## src/rtl/mux_operand_scheduler_if.sv

```systemverilog
// Request/grant and operand-select bundle between the requesters and the
// operand scheduler that steers Mux_A/Mux_B and the rC accumulator.
interface mux_operand_scheduler_if #(
    parameter int LEN_W = 4
);
    logic             wReq0;
    logic [LEN_W-1:0] wLen0;
    logic [1:0]       wMode0;
    logic             wReq1;
    logic [LEN_W-1:0] wLen1;
    logic [1:0]       wMode1;
    logic             wStall;
    logic             rGnt0;
    logic             rGnt1;
    logic             rMux_a_sel;
    logic             rMux_b_sel;
    logic             rLoad_C;
    logic             rDone;
    logic             rOwner;

    modport master (
        output wReq0, wLen0, wMode0,
        output wReq1, wLen1, wMode1,
        output wStall,
        input  rGnt0, rGnt1,
        input  rMux_a_sel, rMux_b_sel,
        input  rLoad_C, rDone, rOwner
    );

    modport slave (
        input  wReq0, wLen0, wMode0,
        input  wReq1, wLen1, wMode1,
        input  wStall,
        output rGnt0, rGnt1,
        output rMux_a_sel, rMux_b_sel,
        output rLoad_C, rDone, rOwner
    );
endinterface

```

## src/rtl/mux_operand_scheduler.sv

```systemverilog
// Round-robin burst scheduler for the shared Mux_A/Mux_B operand path;
// drives the rC feedback selects and accumulator load beat by beat.
module mux_operand_scheduler #(
    parameter int LEN_W = 4
) (
    input  logic                    Clock,
    input  logic                    Reset,
    mux_operand_scheduler_if.slave  bus
);
    typedef enum logic [1:0] {
        IDLE,
        RUN,
        DONE
    } state_t;

    state_t           state;
    state_t           state_nx;
    logic [LEN_W-1:0] cnt;
    logic [LEN_W-1:0] cnt_nx;
    logic [LEN_W-1:0] len;
    logic [LEN_W-1:0] len_nx;
    logic [LEN_W-1:0] len_m1;
    logic [1:0]       mode;
    logic [1:0]       mode_nx;
    logic             owner;
    logic             owner_nx;
    logic             pick;
    logic             run;
    logic             first;

    always_ff @(posedge Clock or posedge Reset) begin
        if (Reset) begin
            state <= IDLE;
            cnt   <= '0;
            len   <= '0;
            mode  <= '0;
            owner <= 1'b1;
        end else begin
            state <= state_nx;
            cnt   <= cnt_nx;
            len   <= len_nx;
            mode  <= mode_nx;
            owner <= owner_nx;
        end
    end

    // Length 0 wraps to all-ones here, giving 2^LEN_W beats.
    assign len_m1 = len - LEN_W'(1);

    always_comb begin
        state_nx = state;
        cnt_nx   = cnt;
        len_nx   = len;
        mode_nx  = mode;
        owner_nx = owner;
        pick     = 1'b0;
        unique case (state)
            IDLE: begin
                if (bus.wReq0 || bus.wReq1) begin
                    if (bus.wReq0 && bus.wReq1)
                        pick = ~owner;
                    else
                        pick = bus.wReq1;
                    owner_nx = pick;
                    len_nx   = pick ? bus.wLen1 : bus.wLen0;
                    mode_nx  = pick ? bus.wMode1 : bus.wMode0;
                    cnt_nx   = '0;
                    state_nx = RUN;
                end
            end
            RUN: begin
                if (!bus.wStall) begin
                    if (cnt == len_m1)
                        state_nx = DONE;
                    else
                        cnt_nx = cnt + LEN_W'(1);
                end
            end
            DONE: state_nx = IDLE;
            default: state_nx = IDLE;
        endcase
    end

    // Beat 0 always takes the external operands; rC only from beat 1 on.
    assign run   = (state == RUN);
    assign first = (cnt == '0);

    assign bus.rGnt0      = run & ~owner;
    assign bus.rGnt1      = run & owner;
    assign bus.rLoad_C    = run & ~bus.wStall;
    assign bus.rMux_a_sel = run & mode[0] & ~first;
    assign bus.rMux_b_sel = run & mode[1] & ~first;
    assign bus.rDone      = (state == DONE);
    assign bus.rOwner     = owner;
endmodule

```

## src/flat_wrapper.sv

```systemverilog
// flat-port wrapper written by rule: the top's interface ports become plain ports
module mux_operand_scheduler_flat 
#(
    parameter int LEN_W = 4
)
  (Clock, Reset, bus_wReq0, bus_wLen0, bus_wMode0, bus_wReq1, bus_wLen1, bus_wMode1, bus_wStall, bus_rGnt0, bus_rGnt1, bus_rMux_a_sel, bus_rMux_b_sel, bus_rLoad_C, bus_rDone, bus_rOwner);
  mux_operand_scheduler_if #(.LEN_W(LEN_W)) bus_i ();
  input  logic Clock;
  input  logic Reset;
  input wire logic [$bits(bus_i.wReq0)-1:0] bus_wReq0;
  input wire logic [$bits(bus_i.wLen0)-1:0] bus_wLen0;
  input wire logic [$bits(bus_i.wMode0)-1:0] bus_wMode0;
  input wire logic [$bits(bus_i.wReq1)-1:0] bus_wReq1;
  input wire logic [$bits(bus_i.wLen1)-1:0] bus_wLen1;
  input wire logic [$bits(bus_i.wMode1)-1:0] bus_wMode1;
  input wire logic [$bits(bus_i.wStall)-1:0] bus_wStall;
  output wire logic [$bits(bus_i.rGnt0)-1:0] bus_rGnt0;
  output wire logic [$bits(bus_i.rGnt1)-1:0] bus_rGnt1;
  output wire logic [$bits(bus_i.rMux_a_sel)-1:0] bus_rMux_a_sel;
  output wire logic [$bits(bus_i.rMux_b_sel)-1:0] bus_rMux_b_sel;
  output wire logic [$bits(bus_i.rLoad_C)-1:0] bus_rLoad_C;
  output wire logic [$bits(bus_i.rDone)-1:0] bus_rDone;
  output wire logic [$bits(bus_i.rOwner)-1:0] bus_rOwner;
  assign bus_i.wReq0 = bus_wReq0;
  assign bus_i.wLen0 = bus_wLen0;
  assign bus_i.wMode0 = bus_wMode0;
  assign bus_i.wReq1 = bus_wReq1;
  assign bus_i.wLen1 = bus_wLen1;
  assign bus_i.wMode1 = bus_wMode1;
  assign bus_i.wStall = bus_wStall;
  assign bus_rGnt0 = bus_i.rGnt0;
  assign bus_rGnt1 = bus_i.rGnt1;
  assign bus_rMux_a_sel = bus_i.rMux_a_sel;
  assign bus_rMux_b_sel = bus_i.rMux_b_sel;
  assign bus_rLoad_C = bus_i.rLoad_C;
  assign bus_rDone = bus_i.rDone;
  assign bus_rOwner = bus_i.rOwner;
  mux_operand_scheduler #(.LEN_W(LEN_W)) u_core (.Clock(Clock), .Reset(Reset), .bus(bus_i));
endmodule
```

## config.mk

```make
export PLATFORM = sky130hd
export DESIGN_NAME = mux_operand_scheduler_flat
export DESIGN_NICKNAME = d
export VERILOG_FILES = /design/src/rtl/mux_operand_scheduler_if.sv /design/src/rtl/mux_operand_scheduler.sv /design/src/flat_wrapper.sv
export SDC_FILE = /design/constraint.sdc
export NUM_CORES = 1
export LEC_CHECK = 0
export BUFFER_PORTS_ARGS = -buffer_cell sky130_fd_sc_hd__buf_4
export CORE_UTILIZATION = 45
export CTS_CLUSTER_SIZE = 20
export DETAILED_ROUTE_END_ITERATION = 8
export GPL_TIMING_DRIVEN = 1
export PLACE_DENSITY = 0.73
export SYNTH_ARGS = -nofsm -noshare
export SYNTH_HDL_FRONTEND = slang
export SYNTH_SLANG_ARGS = --single-unit
```

## constraint.sdc

```tcl
create_clock -name Clock -period 1.6 [get_ports Clock]
set_input_delay 0 -clock Clock [delete_from_list [all_inputs] [get_ports Clock]]
set_output_delay 0 -clock Clock [all_outputs]
set_load 0.1 [all_outputs]
```

[Yosys cells after proc, flatten, opt, wreduce, memory -nomap -nowiden]
Index checks and enable logic that the tools add are counted.
Word-level totals
  logic and storage cells: 45
  bits in latches: 0
  memory bits (read-only): 0
  RAM bits: 0
  memories kept: 0
  input port bits: 17
  register bits: 13
Operators by class
  add/subtract/negate cells: 2
  bitwise operators: 10
  reduce and logical (&&, ||, !) cells: 8
  multiply operators: 0
  $lt $le $gt $ge: 0
  mux-type cells: 13
  divide/modulo/power cells: 0
  eq/ne operators: 7
  shift-type cells: 0
Operators with widths (number)
  4-bit 2-to-1 mux: 4
  2-bit 2-to-1 mux: 4
  4-bit one-hot mux with 2 select lines: 1
  1-bit AND: 7
  2-bit inequality test, second input constant: 3
  4-bit by 1-bit adder with 4-bit output, second input constant: 1
  4-bit equality test: 1
  4-bit logical NOT: 1
  2-bit one-hot mux with 2 select lines: 1
  4-bit AND reduction: 1
  4-bit by 1-bit subtractor with 4-bit output, second input constant: 1
  1-bit 2-to-1 mux: 3
  1-bit inverter: 3
  3-bit AND reduction: 1
  2-bit by 1-bit equality test with 1-bit output, second input constant: 1
  2-bit equality test, second input constant: 1
  2-bit logical NOT: 1
  2-bit by 1-bit inequality test with 1-bit output, second input constant: 1
  2-bit AND reduction: 1
  2-bit nonzero test: 1
  1-bit logical AND: 1
  1-bit logical OR: 1

[Depth between registers and ports, before layout]
  word-level depth: 5
  depth in mapped cells: 6
  depth with buffers taken out: 6

[Least setup slack after synthesis]
No wires, ideal clock.
  path type: flip-flop to output port
  start: reg u_core.owner, in the netlist u_core.bus.rOwner
  end: out bus_rGnt1
  path slack: -654 ps
  stages on the path, launching flop included: 3
  data required time: 1600 ps
  arrival time: 2254 ps
  cells stage by stage: dfstp_2 > inv_1 > nor2_1
Between the ends
  cells in the longest elaborated chain, start to end: 1
Ends and longest elaborated chain
  from (decl): line mux_operand_scheduler.sv:25  | logic owner;
  from (signal assigned): line mux_operand_scheduler.sv:43  | owner <= owner_nx;
  1-bit AND: line mux_operand_scheduler.sv:89  | assign bus.rGnt1 = run & owner;
  to (decl): line flat_wrapper.sv:18  | output wire logic [$bits(bus_i.rGnt1)-1:0] bus_rGnt1;
No other way between the ends.

[Worst setup path in the final report]
  start: reg u_core.len[1]
  end: reg u_core.cnt[0]
Between the ends
  cells in the longest elaborated chain, start to end: 4
Ends and longest elaborated chain
  from (decl): line mux_operand_scheduler.sv:20  | logic [LEN_W-1:0] len;
  from (signal assigned): line mux_operand_scheduler.sv:41  | len <= len_nx;
  4-bit by 1-bit subtractor with 4-bit output: line mux_operand_scheduler.sv:48  | assign len_m1 = len - LEN_W'(1);
  4-bit equality test: line mux_operand_scheduler.sv:73  | if (cnt == len_m1)
  2-bit inequality test (no source line)
  4-bit AND reduction (no source line)
  to (signal assigned): line mux_operand_scheduler.sv:40  | cnt <= cnt_nx;
  to (decl): line mux_operand_scheduler.sv:18  | logic [LEN_W-1:0] cnt;
No other way between the ends.
A chain may end at the register's enable or synchronous reset.

==> reports/results.ini <==
[worst_setup_path]
reg2reg_to=u_core.cnt[0]
cp.required_ns=1.76
start_kind=register
critPathCaptureType=register
reg2reg_slack_ns=-0.02
arrival_ns=1.78
criticalPathCategory=reg2reg
startpoint=u_core.len[1]
reg2regPathDepth=6
worstReg2RegStart=u_core.len[1]
crit_fanout=3

[clock_tree]
clkSinkCount=13
max-clock-path-buffers=2
cts_root_buffer=clkbuf_4
path_clk_slew_ns=0.09
cts_tree=yes
numCtsBuffers=3
clk_latency_ns=0.28
ctsHtreeMaxLevel=1

[logic_synthesis]
ys_types=35
syn_nets=113
netlist.area_leader.share_pct=33.90
synth_edf_count=0
seq_area_frac_synth_pct=36.86
synth.largest_area_cell=dfrtp_1
yosysWarnings=0
synth-seq-cells=13
synthTopCellsByArea=dfrtp_1 (34%), mux2i_1 (6.8%), o21ai_0 (5.6%)
async_flop_share_pct=100.0
syn_area_um2=885.9
syn_inst=93
yosys-top-cells-count=dfrtp_1 (12), o21ai_0 (10), inv_1 (8), nand2_1 (8), mux2i_1 (6)
synth_ff_type=dfrtp_1
yosysMostFrequentCell=dfrtp_1
syn_area_per_cell_um2=9.525

[placement]
io_buffer_count=23
place_congestion=0.8607
hpwl_um=1495
dpl_cell_area_um2=1140
dpl.cell_count=146
place_ws_ns=-0.03612

[cells_and_area]
syn_to_final_growth_pct=46.89
drive_gt1_share_pct=47.66
fin_cells=153
final_nets=149
post-route-cell-area_um2=1301
diodes=0

[sta]
worstMarginPinSlew_ns=0.5175
hold_viol_final=0
drv_slew=0
setup_violations=1
maxSlewHeadroom_pct=65.46
period_minus_slack_ns=1.621
hold_slack_ns=0.004280
rsz0062_at_grt=true
max_freq_ghz=0.6170
worst_clock_skew_ns=0.005825
fin_ws_ns=-0.02072
fin_crit_sh_pct=101.3

[route]
drt_iter0_drc=9
wl_per_cell_um=14.12
wl_met1_um=901
drc=0
route.met3.wl_um=62
vias=834
viasPerCell=5.451
firstDrtPassIters=5
wl_um=2160
routed-wl-met2_um=1185
top_layer=met4
drtAntennaViolNets=0

[global_routing]
grt_pass1_wl_um=3374
grt_pass1_vias=809
gr-total-overflow=0
grt_max_degree=14
antenna_found_initial=0
grt_util_all_layers_pct=22.39

[status]
status=complete, but fails checks
violations=setup timing

[floorplanning]
start_util_pct=49.68
ios=24
chipWidth_um=46.37
die_height_um=46.37
rows=15
die_area_um2=2150
coreArea_um2=1783

[hold_path]
hold_start=bus_wStall
min_path_cells=3
hold_path_end=u_core.state[0]
timing.hold.worst.class=in2reg

[job]
max-cap-violations=0

[registers in the layout, indices dropped and copies added (netlist names)]
| register | flops |
|---|---|
| u_core.bus.rOwner | 1 |
| u_core.cnt | 4 |
| u_core.len | 4 |
| u_core.mode | 2 |
| u_core.state | 2 |
[worst max-delay path by stage]
stage	to	slack (ns)	depth (start not counted)
floorplan	bus_rGnt1	-0.22	2
global placement	u_core.cnt[0]	0.01	6
finish	u_core.cnt[0]	-0.02	6
global route	u_core.cnt[0]	-0.08	6
detailed placement	u_core.cnt[0]	-0.04	6
CTS	u_core.cnt[0]	-0.03	6
[through the flow]
step / util [%] / TNS [ns]
after detailed placement: 63.93 / -0.03612
after CTS: 68.07 / -0.02756
after global placement: 63.93 / 0
after floorplan: - / -0.5646
after global routing: 72.98 / -0.2266
final: 72.98 / -0.02072
[final cells by class]
cell class / instances / area (um2)
Multi-Input combinational cell: 69 / 588.1
Clock buffer: 4 / 26.28
Sequential cell: 13 / 327.8
Fill cell: 142 / 481.7
Tap cell: 25 / 31.28
Inverter: 8 / 33.78
Timing Repair Buffer: 34 / 294.0
[kinds of logic (layout without fill, tap and decap cells)]
family,count (synthesis),after routing,share of synthesized area (%)
buffers and inverters,11,46,5.509
AO/OA/AOI/OAI,21,21,17.52
AND/OR/NAND/NOR,31,31,18.50
multiplexers,7,7,8.051
adder cells (fa/ha/maj),3,3,4.238
XOR/XNOR,7,7,9.323
flip-flops,13,13,36.87
[worst max-delay path, stage by stage (launching register included)]
cell and delay [ns]:
dfrtp_1 0.40, inv_2 0.06, ha_4 0.27, xor2_2 0.19, nand3_2 0.13, o21a_1 0.20, mux2_2 0.26
[routing by layer]
layer  vias up  GRT usage [%]
li1        405              -
met1       403          27.70
met2        24          38.89
met3         2          2.353
met4         0          9.412
met5         -              0
[placed cells by master (no fill, tap or decap), drive strengths merged, types with 2 or more instances in the layout]
| cell | n |
|---|---|
| nor3 | 5 |
| or3 | 3 |
| nand2 | 8 |
| mux2i | 6 |
| ha | 3 |
| buf | 33 |
| o21ai | 10 |
| xor2 | 2 |
| xnor2 | 4 |
| o311ai | 2 |
| dfrtp | 12 |
| clkbuf | 4 |
| and2 | 2 |
| nor2 | 4 |
| nand3 | 4 |
| inv | 7 |
[timing repair]
item                                   4_1_cts  5_1_grt
resized for setup                            9       16
pin swaps                                    1        7
endpoints found under the hold margin       12        0
setup buffers                                0        2
setup endpoints to repair                    3        7
hold buffers                                 1        0
cloned                                       0        0
Power is left out: the tool's default activity adds up to more than one toggle a clock period on the data nets, which glitch-free logic cannot reach.
